## config.mk

```make
export PLATFORM = sky130hd
export DESIGN_NAME = uart_rx_unit
export DESIGN_NICKNAME = d
export VERILOG_FILES = /design/src/rtl/uart_rx_unit.sv
export SDC_FILE = /design/constraint.sdc
export NUM_CORES = 1
export LEC_CHECK = 0
export BUFFER_PORTS_ARGS = -buffer_cell sky130_fd_sc_hd__buf_2
export CORE_ASPECT_RATIO = 0.7
export CORE_UTILIZATION = 45
export CTS_CLUSTER_SIZE = 10
export DETAILED_ROUTE_END_ITERATION = 16
export GPL_ROUTABILITY_DRIVEN = 0
export HOLD_SLACK_MARGIN = 0.05
export MAX_ROUTING_LAYER = met4
export PLACE_DENSITY = 0.74
export SLEW_MARGIN = 20
export SYNTH_ARGS = -nofsm -noshare
export SYNTH_HDL_FRONTEND = slang
export SYNTH_SLANG_ARGS = --single-unit
```

## constraint.sdc

```tcl
create_clock -name clk -period 2.5 [get_ports clk]
set_clock_uncertainty 0.15 [all_clocks]
set_input_delay 0.25 -clock clk [delete_from_list [all_inputs] [get_ports clk]]
set_output_delay 0.25 -clock clk [all_outputs]
set_load 0.1 [all_outputs]
```

## src/rtl/uart_rx_unit.sv

```systemverilog
// 8N1 UART receiver: 2-flop synchronised rx line, centre-sampled with a bit-period down-counter.
// Latency: rx_end rises 2 + DIV_RATE/2 + 9*DIV_RATE + 1 clocks after the start edge on rx.
// Backpressure: none; each byte is offered for one cycle on rx_end and must be taken then.
`timescale 1ns/1ps
module uart_rx_unit #(
   parameter int DIV_RATE  = 260,
   parameter int DIV_WIDTH = 9
) (
   input  logic       clk,
   input  logic       reset,
   input  logic       rx,
   output logic       rx_busy,
   output logic       rx_end,
   output logic [7:0] rx_data
);

   localparam logic [0:0] ST_IDLE = 1'b0;
   localparam logic [0:0] ST_RECV = 1'b1;

   // Bit index within the frame: 0 = start, 1..8 = data LSB first, 9 = stop
   localparam logic [3:0] BIT_START = 4'd0;
   localparam logic [3:0] BIT_STOP  = 4'd9;

   // First sample lands mid start bit; later samples are one full bit apart
   localparam logic [DIV_WIDTH-1:0] DIV_HALF = DIV_WIDTH'(DIV_RATE / 2 - 1);
   localparam logic [DIV_WIDTH-1:0] DIV_FULL = DIV_WIDTH'(DIV_RATE - 1);

   logic                 sync1_q;
   logic                 sync2_q;
   logic                 rx_s;
   logic [0:0]           state_q,  state_d;
   logic [DIV_WIDTH-1:0] div_q,    div_d;
   logic [3:0]           bit_q,    bit_d;
   logic [7:0]           data_q,   data_d;
   logic                 end_q,    end_d;

   // Two-flop synchroniser; resets to the idle (high) line level
   always_ff @(posedge clk or negedge reset) begin
      if (!reset) begin
         sync1_q <= 1'b1;
         sync2_q <= 1'b1;
      end else begin
         sync1_q <= rx;
         sync2_q <= sync1_q;
      end
   end

   assign rx_s = sync2_q;

   // Next-state logic: start detect, bit-period countdown and per-bit sampling
   always_comb begin
      state_d = state_q;
      div_d   = div_q;
      bit_d   = bit_q;
      data_d  = data_q;
      end_d   = 1'b0;
      if (state_q == ST_IDLE) begin
         if (!rx_s) begin
            state_d = ST_RECV;
            div_d   = DIV_HALF;
            bit_d   = BIT_START;
         end
      end else begin
         if (div_q != '0) begin
            div_d = div_q - DIV_WIDTH'(1);
         end else begin
            div_d = DIV_FULL;
            bit_d = bit_q + 4'd1;
            if (bit_q == BIT_START) begin
               // A high line at mid start bit was only a glitch
               if (rx_s) begin
                  state_d = ST_IDLE;
                  div_d   = '0;
                  bit_d   = '0;
               end
            end else if (bit_q == BIT_STOP) begin
               // Back to IDLE at once so a start edge right after the stop bit is caught;
               // a low stop bit is a framing error and gets no strobe
               state_d = ST_IDLE;
               div_d   = '0;
               bit_d   = '0;
               end_d   = rx_s;
            end else begin
               data_d = {rx_s, data_q[7:1]};
            end
         end
      end
   end

   // Frame state, counters, data shift register and completion strobe
   always_ff @(posedge clk or negedge reset) begin
      if (!reset) begin
         state_q <= ST_IDLE;
         div_q   <= '0;
         bit_q   <= '0;
         data_q  <= 8'h00;
         end_q   <= 1'b0;
      end else begin
         state_q <= state_d;
         div_q   <= div_d;
         bit_q   <= bit_d;
         data_q  <= data_d;
         end_q   <= end_d;
      end
   end

   assign rx_busy = (state_q == ST_RECV);
   assign rx_end  = end_q;
   assign rx_data = data_q;

endmodule

```

======== Word-level counts from Yosys, hierarchy flattened ========
Cells that the tools add are included.
storage, ports and cells
  word-level logic and storage cells ...... 40
  register bits ........................... 25
  input port bits ......................... 3
  output and inout port bits .............. 10
cells by class
  add/subtract/negate cells ............... 2
  reductions and logical operators ........ 4
  muxes and demuxes ....................... 21
  equality and inequality tests ........... 3
  bitwise gates (word level) .............. 3
operators with widths
  operator               number
  $mux W9                6
  $mux W4                6
  $mux W1                9
  $reduce_bool A9 Y1     1
  $sub A9 B1 Y9 const B  1
  $add A4 B1 Y4 const B  1
  $eq A4 B4 Y1 const B   1
  $logic_not A4 Y1       1
  $reduce_and A4 Y1      1
  $not A1 Y1             3
  $ne A2 B1 Y1 const B   1
  $ne A2 B2 Y1 const B   1
  $reduce_and A2 Y1      1

======== Depth between registers and ports, before layout ========
  word-level depth ........................ 5
  gate-level depth with buffers ........... 6
  mapped depth without buffers ............ 6

======== Worst setup path after synthesis ========
No wires, ideal clock.
  path kind ............................... reg-to-reg
  from .................................... reg state_q (netlist: rx_busy)
  to ...................................... reg div_q[7]
  cell stages (with the launch flop) ...... 6
  path slack .............................. 0.177 ns
  library setup time ...................... 0.087 ns
  clock period less this slack ............ 2.323 ns
  data required time ...................... 2.263 ns
  arrival time ............................ 2.086 ns
  path buffers ............................ 1
  path through ............................ dfrtp_1 > buf_6 > inv_1 > or3_1 > or4_1 > o211ai_1
on the way
  longest elaborated chain between the ends .. 1
  elaborated cells on any way between the ends .. 2
  classes of those cells .................. eq/ne: 1; mux: 1
ends and longest elaborated chain
  element                                            RTL line  RTL
  start, declared                                    31        logic [0:0] state_q, state_d;
  start signal, assigned                             99        state_q <= state_d;
  $ne A2 B1 Y1 (no line) or $mux W9 (tied branches)  --
  end signal, assigned                               100       div_q <= div_d;
  end, declared                                      32        logic [DIV_WIDTH-1:0] div_q, div_d;
Several ways; a longest one is shown, not always the timed one.
A chain may end at the register's enable or synchronous reset.

======== Worst setup path in the final report ========
  from .................................... reg bit_q[0]
  to ...................................... reg div_q[1]
on the way
  longest elaborated chain between the ends .. 5
  elaborated cells on any way between the ends .. 6
  classes of those cells .................. eq/ne: 1; mux: 4; reduce/logical: 1
ends and longest elaborated chain
  element                 RTL line  RTL
  start, declared         33        logic [3:0] bit_q, bit_d;
  start signal, assigned  101       bit_q <= bit_d;
  $eq A4 B4 Y1            76        end else if (bit_q == BIT_STOP) begin
  $mux W9                 76
  $mux W9 (*)             69        if (bit_q == BIT_START) begin
  $mux W9 (*)             64        if (div_q != '0) begin
  $mux W9 (*)             57        if (state_q == ST_IDLE) begin
Every way passes the cells marked *; elsewhere a longest branch is shown, timed or not.

==> out/qor.csv <==
stage;metric;value;unit
floorplan;die_x;64.30;µm
sta;max_freq;488.7;MHz
floorplan;coreArea;2515;µm²
critical_path;cpLargestDelayFamily;compound AO/OA/AOI/OAI gates;
sta;tns;0;ns
detailed_routing;firstDrtPassIters;4;
logic_synthesis;synth.net_count;118;
logic_synthesis;avgSynthCellArea;11.01;µm²
critical_path;regToRegStartpoint;bit_q[0];
logic_synthesis;ys_seq_elements;25;
clock_network;htree_levels;1;
global_routing;grt_pass1_vias;795;
critical_path;cp_slowest_stage_delay;0.47;ns
clock_network;cts-resized-gates;0;
flow_run;drv_cap;0;
detailed_routing;wire_per_inst;14.19;µm
logic_synthesis;yosysMostFrequentCell;dfrtp_1;
logic_synthesis;synth_fa_ha_area_frac;0.04094;
clock_network;clk_latency;0.27;ns
logic_synthesis;synth.area.mux_share;0.07369;
sta;holdWs;0.2107;ns
clock_network;cts_tree;done;
critical_path;crit_required;2.45;ns
layout;num-nets-final;134;
clock_network;cts_sinks;25;
floorplan;initial_utilization;0.4861;
logic_synthesis;yosys_warnings;0;
logic_synthesis;synth.largest_area_cell;dfrtp_1;
layout;fillers;233;
pwr;irDropWorstVdd;0.0003309;V
critical_path;cp-start-kind;flop;
sta;period_minus_slack;2.046;ns
outcome;status;completed;
critical_path;cp.arrival;2.00;ns
logic_synthesis;netlist_top_cells_count;dfrtp_1, o21ai_0, nand2_1;
logic_synthesis;synth_xor_area_frac;0;
logic_synthesis;async_reset_ff_frac;1.000;
critical_path;cp.depth;6;
clock_network;cts.clk_slew.worst_paths;0.08;ns
global_routing;grt_pass1_wl;3877;µm
worst_hold_path;hp-class;flop to flop;
layout;design_area;1371;µm²
logic_synthesis;synth_top_family_by_area;simple AND/OR/NAND/NOR gates;
critical_path;r2r_slack;0.45;ns
placed_design;numPortBuffers;12;
critical_path;r2r-end;div_q[1];
placed_design;placed_area;1305;µm²
logic_synthesis;synth_compound_area_frac;0.1638;
sta;fin_crit_sh;0.8185;
worst_hold_path;hold_start;sync1_q;
logic_synthesis;synth_edf_count;0;
logic_synthesis;synth.area.top_cells;dfrtp_1, mux2_2, o21ai_0, dfstp_2, ha_1;
sta;finalHoldViolCount;0;
layout;drive_above_1_share;0.2460;
logic_synthesis;yosysSeqAreaShare;0.5138;
global_routing;grtUsageTotal;0.1842;
sta;tightest_slew;0.6196;ns
logic_synthesis;synthFlopType;dfrtp_1;
sta;setup_slack;0.4537;ns
critical_path;crit_chain;inv_1, ha_1, nor2b_1, a21boi_0, o21ai_0, o221ai_1;
logic_synthesis;synthSimpleGateAreaFrac;0.1699;
floorplan;io_pins;13;
clock_network;cts_made_buffers;3;
pwr;fin_total_pwr;0.6589;mW
critical_path;worst_r2r_path_depth;6;
critical_path;crit_slowest_cell;o21ai_0;
sta;drv_slew;0;
detailed_routing;drc;0;
critical_path;end_kind;flop;
detailed_routing;drt_wl_total;2270;µm
sta;rsz0062_at_grt;false;
detailed_routing;routed_via_density;5.594;
layout;antenna_cells;0;
logic_synthesis;synth.distinct_cells;35;
worst_hold_path;min_path_cells;0;
floorplan;die_y;45.61;µm
logic_synthesis;synth_cells;111;
sta;slew_headroom;0.5869;
critical_path;cp_max_fo;6;
pwr;powerDensity;480.5;nW/µm²
global_routing;grt_max_degree;26;
logic_synthesis;syn_area;1222;µm²
critical_path;critPathKind;flop to flop;
worst_hold_path;min_delay_worst_endpoint;rx_s;
floorplan;dieArea;2932;µm²
clock_network;clock_path_buffers;2;
global_routing;antenna_found_initial;0;
layout;multi_input_area;548.0;µm²
clock_network;cts_root_buffer;clkbuf_8;
detailed_routing;ant_nets;0;
detailed_routing;vias;895;
global_routing;overflow;0;
placed_design;pre_cts_ws;0.5270;ns
detailed_routing;first_iter_violations;19;
logic_synthesis;synth_top_area_frac;0.4708;
floorplan;rows;15;
sta;setup_viol;0;
pwr;leakage;0.6439;nW
critical_path;cp_num_buf_inv;1;
layout;area_growth;12.18;%
placed_design;dpl.hpwl;1619;µm
layout;seq_area;628.1;µm²
-- flip-flops by register name, indices dropped and copies added (netlist names) --
signal	count
div_q	9
rx_data	8
bit_q	4
rx_busy	1
rx_end	1
rx_s	1
sync1_q	1
-- per-stage QoR --
| stage | util | cells |
|---|---|---|
| 5_1_grt | 0.5453 | 160 |
| 2_1_floorplan | - | 111 |
| 3_5_place_dp | 0.5189 | 154 |
| 4_1_cts | 0.5453 | 160 |
| 6_report | 0.5453 | 160 |
| 3_3_place_gp | 0.5189 | 154 |
-- per-layer routing --
layer	track usage	part of all wire	wire (µm)	vias to the layer above
met1	0.2620	0.51	1166	433
met5	-	0	0	-
li1	-	-	-	436
met3	0.05250	0.051	115	6
met4	0.05333	0.014	32	0
met2	0.2547	0.42	955	20
-- worst reg2reg max path: stages (launching register included) --
cell      delay (ns)
dfrtp_1         0.44
inv_1           0.09
ha_1            0.14
nor2b_1         0.18
a21boi_0        0.19
o21ai_0         0.47
o221ai_1        0.24
-- what timing repair did --
item	CTS	global route
buffers inserted	0	0
endpoints found under the hold margin	24	0
hold buffers	2	0
-- power breakdown --
part	switching (mW)	internal (mW)	leakage, nW
Sequential	0.00201	0.407	0.322
Clock	0.125	0.112	0.0255
Combinational	0.00904	0.00392	0.296
Total	0.136	0.523	0.644
-- kinds of logic (layout without fill, tap and decap cells) --
family	Yosys count	after routing
AO/OA/AOI/OAI	32	32
AND/OR/NAND/NOR	32	32
flip-flops	25	25
buffers and inverters	10	25
multiplexers	8	8
adder cells (fa/ha/maj)	4	4
-- area by class of cell --
type,count,share of cell area
multi-input combinational,76,0.3996
timing repair buffer,14,0.05839
clock inverter,1,0.003650
sequential,25,0.4580
clock buffer,3,0.03011
tap,34,0.03102
inverter,7,0.01916
-- worst max-delay path by stage --
stage / start / end / slack [ns]
CTS: bit_q[0] / div_q[1] / 0.49
finish: bit_q[0] / div_q[1] / 0.45
global route: bit_q[0] / div_q[1] / 0.24
floorplan: rx_busy / div_q[7] / 0.18
global placement: div_q[0] / rx_data[7] / 0.54
detailed placement: div_q[0] / bit_q[1] / 0.53
-- layout by cell type, fill, tap and decap left out, types with 3 or more instances in the layout --
master and count:
a21oi_1 5, a31oi_1 3, buf_2 12, clkbuf_8 3, dfrtp_1 23, ha_1 4
inv_1 7, mux2_2 8, nand2_1 11, nand3_1 3, nor2_1 3, o21ai_0 14
No activity file was read; power rests on OpenSTA's default activity.
